<file path="src/rtl/samplerz_pkg.sv">
// Shared SamplerZ constants and types.
// Used by ber_exp_cmp and the SamplerZ controller.
package samplerz_pkg;

    localparam int unsigned ZW     = 64;  // width of the BerExp comparison word z
    localparam int unsigned BYTE_W = 8;   // random byte width
    localparam int unsigned NBYTES = 8;   // bytes per z word
    localparam int unsigned IDX_W  = $clog2(NBYTES);
    localparam int unsigned SH_W   = $clog2(ZW);

    typedef enum logic [1:0] {
        StIdle,
        StCmp,
        StDone
    } ber_state_t;

endpackage

</file>
<file path="src/rtl/shr64.sv">
// Combinational 64-bit logical right barrel shifter.
// Ports:
//   din  - value to shift
//   amt  - shift amount, 0..63
//   dout - din >> amt, zero filled
module shr64
    import samplerz_pkg::*;
(
    input  logic [ZW-1:0]   din,
    input  logic [SH_W-1:0] amt,
    output logic [ZW-1:0]   dout
);

    // One stage per amount bit; stage i shifts by 2**i.
    always_comb begin
        logic [ZW-1:0] v;
        v = din;
        for (int i = 0; i < int'(SH_W); i++) begin
            if (amt[i]) begin
                v = v >> (1 << i);
            end
        end
        dout = v;
    end

endmodule

</file>
<file path="src/rtl/ber_exp_cmp.sv">
// BerExp accept/reject stage of the SamplerZ exponential loop.
// Forms z = ((2*y_63) - 1) >> s_in on start, then compares z against uniform
// random bytes MSB byte first and reports a single accept bit.
// Ports:
//   clk, rst_n    - clock, asynchronous active-low reset
//   start         - one-cycle pulse, samples y_63 and s_in when idle
//   y_63, s_in    - polynomial result and shift amount
//   rnd_req       - high while a random byte is wanted
//   rnd_valid     - random byte available; consumed when rnd_req is also high
//   rnd_byte      - uniform random byte
//   busy          - comparison in progress, up to and including result_valid
//   result_valid  - one-cycle result pulse
//   accept        - result, held until the next result_valid
module ber_exp_cmp
    import samplerz_pkg::*;
(
    input  logic              clk,
    input  logic              rst_n,
    input  logic              start,
    input  logic [62:0]       y_63,
    input  logic [SH_W-1:0]   s_in,
    output logic              rnd_req,
    input  logic              rnd_valid,
    input  logic [BYTE_W-1:0] rnd_byte,
    output logic              busy,
    output logic              result_valid,
    output logic              accept
);

    ber_state_t        state_q, state_d;
    logic [ZW-1:0]     z_q, z_d;
    logic [IDX_W-1:0]  idx_q, idx_d;
    logic              accept_q, accept_d;

    logic [ZW-1:0]     z_pre;
    logic [ZW-1:0]     z_shifted;
    logic [BYTE_W-1:0] zb;

    // Modulo 2^64: y_63 = 0 wraps to all ones.
    assign z_pre = {y_63, 1'b0} - 64'd1;

    shr64 u_shr64 (
        .din  (z_pre),
        .amt  (s_in),
        .dout (z_shifted)
    );

    assign zb = z_q[idx_q*BYTE_W +: BYTE_W];

    always_comb begin
        state_d  = state_q;
        z_d      = z_q;
        idx_d    = idx_q;
        accept_d = accept_q;
        rnd_req  = 1'b0;

        unique case (state_q)
            StIdle: begin
                if (start) begin
                    z_d     = z_shifted;
                    idx_d   = IDX_W'(NBYTES - 1);
                    state_d = StCmp;
                end
            end
            StCmp: begin
                rnd_req = 1'b1;
                if (rnd_valid) begin
                    if (rnd_byte < zb) begin
                        accept_d = 1'b1;
                        state_d  = StDone;
                    end else if (rnd_byte > zb) begin
                        accept_d = 1'b0;
                        state_d  = StDone;
                    end else if (idx_q == '0) begin
                        // All bytes equal: w == z is not w < z.
                        accept_d = 1'b0;
                        state_d  = StDone;
                    end else begin
                        idx_d = idx_q - 1'b1;
                    end
                end
            end
            StDone: begin
                state_d = StIdle;
            end
            default: begin
                state_d = StIdle;
            end
        endcase
    end

    always_ff @(posedge clk or negedge rst_n) begin
        if (!rst_n) begin
            state_q  <= StIdle;
            z_q      <= '0;
            idx_q    <= IDX_W'(NBYTES - 1);
            accept_q <= 1'b0;
        end else begin
            state_q  <= state_d;
            z_q      <= z_d;
            idx_q    <= idx_d;
            accept_q <= accept_d;
        end
    end

    assign busy         = (state_q != StIdle);
    assign result_valid = (state_q == StDone);
    assign accept       = accept_q;

endmodule

</file>
<file path="config.mk">
export PLATFORM = sky130hd
export DESIGN_NAME = ber_exp_cmp
export DESIGN_NICKNAME = d
export VERILOG_FILES = /design/src/rtl/samplerz_pkg.sv /design/src/rtl/shr64.sv /design/src/rtl/ber_exp_cmp.sv
export SDC_FILE = /design/constraint.sdc
export NUM_CORES = 1
export LEC_CHECK = 0
export CAP_MARGIN = 5
export CORE_UTILIZATION = 60
export DETAILED_ROUTE_END_ITERATION = 8
export PLACE_DENSITY_LB_ADDON = 0.15
export RECOVER_POWER = 100
export SYNTH_ARGS = -nofsm -noshare
export SYNTH_HDL_FRONTEND = slang
export SYNTH_SLANG_ARGS = --single-unit
</file>
<file path="constraint.sdc">
create_clock -name clk -period 5.25 [get_ports clk]
set_input_delay 1.05 -clock clk [delete_from_list [all_inputs] [get_ports clk]]
set_output_delay 1.05 -clock clk [all_outputs]
set_load 0.005 [all_outputs]
</file>
==> impl_metrics.json <==
{
  "status": "finished, violations left",
  "violations": "DRC, capacitance limit, slew limit",
  "cts_buffer_depth": 2,
  "synth_warnings": 0,
  "syn_to_final_growth_pct": 15.6,
  "fin_crit_sh_pct": 98.2,
  "antenna_left": 0,
  "hp-class": "flip-flop to flip-flop",
  "antenna_found_initial": 0,
  "ys_async_sr_fraction_pct": 100,
  "worst-slew-pin-transition_ns": 2.08,
  "drive_above_1_share_pct": 13.3,
  "place_ws_ns": 0.0339,
  "rows": 45,
  "cp.arrival_ns": 5.42,
  "worst_hold_slack_ns": 0.493,
  "worstSetupPathType": "primary input to flip-flop",
  "drv_cap": 2,
  "startpoint_type": "primary input",
  "max_freq_mhz": 194,
  "core_sq_um": 15200,
  "slowest_delay_ns": 0.64,
  "synth-seq-cells": 70,
  "fp.dieH_microns": 127,
  "clock_latency_ns": 0.34,
  "cts_sinks": 70,
  "most-common-layout-cells": "nor2_1, nand2_1, o21ai_0, mux2i_1, clkdlybuf4s50_1",
  "setup_violations": 0,
  "gp_congestion": 1.02,
  "skew_ns": 0.00568,
  "dr.pass1.iters": 9,
  "cp_max_fo": 12,
  "stdcell_area_sq_um": 10800,
  "synth_area_sq_um": 9380,
  "finalNetCount": 1366,
  "viasPerCell": 7.66,
  "ys_types": 86,
  "critPathSlowestCell": "dlygate4sd3_1",
  "routedWlPerCell_microns": 24.6,
  "dp_hpwl_mm": 27.0,
  "vdd_drop_max_v": 0.000249,
  "drt_iter0_markers": 1953,
  "grt_usage_pct": 44.9,
  "critPathTopFamily": "simple AND/OR/NAND/NOR gates",
  "final_common_cell": "nor2_1",
  "synthCells": 1212,
  "clk_pin_slew_ns": 0.06,
  "slew_violations": 73,
  "start_util_pct": 61.7,
  "synth_top_area_share_pct": 17.9,
  "io_buffers": 84,
  "final_hold_viol_count": 0,
  "drc": 8,
  "vias": 11200,
  "cp_cell_sequence": "dlygate4sd3_1 -> or4_4 -> or4_4 -> buf_4 -> nor4_2 -> nor3_1 -> o311ai_1 -> nor2_1 -> or3_1 -> a32oi_1 -> clkbuf_1 -> o21ai_0 -> o211ai_2",
  "critPathMostFrequentCell": "or4_4",
  "die-area_sq_um": 16100,
  "synth_area_leaders": "dfrtp_1, mux2i_1, mux4_2, nor2_1, nand2_1",
  "syn_nets": 1304,
  "fillCellCount": 1255,
  "setup_slack_ns": 0.0942,
  "pin_count": 85,
  "drt_wl_total_mm": 36.1,
  "grt_pass1_wl_mm": 56.8,
  "overflow": 0,
  "numCtsBuffers": 9,
  "p_leak_nw": 4.15,
  "synth_edf_count": 0,
  "path_buf_inv": 3,
  "syn_area_per_cell_sq_um": 7.74,
  "dieWidth_microns": 127,
  "min_period_ns": 5.16,
  "ff2ff_setup_slack_ns": 0.86,
  "cts_htree_levels": 3,
  "antenna_cells": 0,
  "cts_tree": "yes",
  "grt_max_degree": 81,
  "tns_ns": 0,
  "yosys.area.top_type": "dfrtp_1",
  "cts_root_buffer": "clkbuf_16",
  "synth-seq-area-share_pct": 18.7,
  "max-slew-margin-rel_pct": -38.7,
  "rsz0062_at_grt": "false",
  "ys.flop_type": "dfrtp_1",
  "cp.required_ns": 5.52,
  "p_per_area_nw_per_um2": 248,
  "cp-end-kind": "flip-flop",
  "grt_pass1_vias": 10400,
  "place_area_sq_um": 10500,
  "cts_setup_buffers": 0
}
[sequential cells by signal, indices dropped and copies added, names as in the netlist]
name / cells
z_q: 64
idx_q: 3
state_q: 2
accept: 1
[Yosys cell counts, types with 6 or more instances]
library cell	count
a211o_1	7
a211oi_1	11
a21o_1	6
a21oi_1	63
a221o_1	8
a221oi_1	8
a22o_1	18
a22oi_1	13
a311oi_1	6
a31oi_1	8
a32oi_1	6
and4_1	6
buf_1	13
clkbuf_1	74
dfrtp_1	67
ha_1	11
inv_1	18
mux2_2	27
mux2i_1	75
mux4_2	27
nand2_1	110
nand2b_1	8
nand3_1	48
nand4_1	24
nor2_1	120
nor2b_1	7
nor3_1	41
nor4_1	36
o211ai_1	22
o21a_1	10
o21ai_0	82
o221ai_1	19
o22ai_1	22
o311ai_0	6
o31a_1	7
o31ai_1	8
or2_2	10
or3_1	15
or4_1	15
xnor2_1	24
xor2_1	14
[path summary, 6_finish.rpt]
check | startpoint | endpoint | cells past startpoint
hold / removal | z_q[46]$_DFFE_PN0P_ | z_q[46]$_DFFE_PN0P_ | 2
setup / recovery | y_63[9] | z_q[1]$_DFFE_PN0P_ | 13
min in group asynchronous | rst_n | z_q[32]$_DFFE_PN0P_ | 1
hold reg to reg | z_q[46]$_DFFE_PN0P_ | z_q[46]$_DFFE_PN0P_ | 2
max in group asynchronous | rst_n | z_q[6]$_DFFE_PN0P_ | 2
setup reg to reg | idx_q[1]$_DFFE_PN1P_ | idx_q[2]$_DFFE_PN1P_ | 13
[metrics by stage]
stage / cells / total power [mW] / util, %
2_1_floorplan: 1212 / 1.54 / -
3_3_place_gp: 1451 / 1.92 / 69.2
3_5_place_dp: 1451 / 1.95 / 69.2
4_1_cts: 1467 / 2.65 / 71.4
5_1_grt: 1467 / 2.79 / 71.4
6_report: 1467 / 2.69 / 71.4
[where the power goes]
part	switching [mW]	internal, mW
logic	0.650	0.510
clock network	0.234	0.463
registers	0.120	0.712
total	1.00	1.68
[area by class of cell]
type                            count  area, sq um  share of cell area, %
Tap cell                          188          235                   2.17
Sequential cell                    70         1760                   16.2
Inverter                           21         78.8                  0.727
Clock inverter                      6          110                   1.01
Clock buffer                       10          229                   2.11
Timing Repair Buffer              144         1250                   11.6
Multi-Input combinational cell   1028         7190                   66.2
[logic make-up (layout without fill, tap and decap cells)]
logic type               Yosys count  in the layout  share of synthesized area, %
XOR/XNOR                          38             38                          3.55
adder cells (fa/ha/maj)           11             11                          1.47
AND/OR/NAND/NOR                  474            474                          25.8
buffers and inverters            114            181                          4.74
AO/OA/AOI/OAI                    375            375                          27.9
multiplexers                     130            130                          17.9
flip-flops                        70             70                          18.7
[worst min-delay path, stage by stage, from the launching register on]
cell	delay, ns
dfrtp_1	0.34
nand2_1	0.05
o21ai_0	0.06
[layer usage]
| layer | part of all wire, % | vias to the layer above | wire (microns) | track usage (%) |
|---|---|---|---|---|
| li1 | - | 4873 | - | - |
| met1 | 38 | 5275 | 13700 | 59.8 |
| met2 | 44 | 926 | 15800 | 68.6 |
| met3 | 14 | 166 | 5080 | 13.5 |
| met4 | 4.2 | 0 | 1530 | 16.9 |
| met5 | 0 | - | 0 | 0 |
[what timing repair did]
item                       4_1_cts  5_1_grt
setup endpoints to repair        0        1
hold buffers                     0        0
resized for setup                0        1
Power figures use the tool's default switching activity.
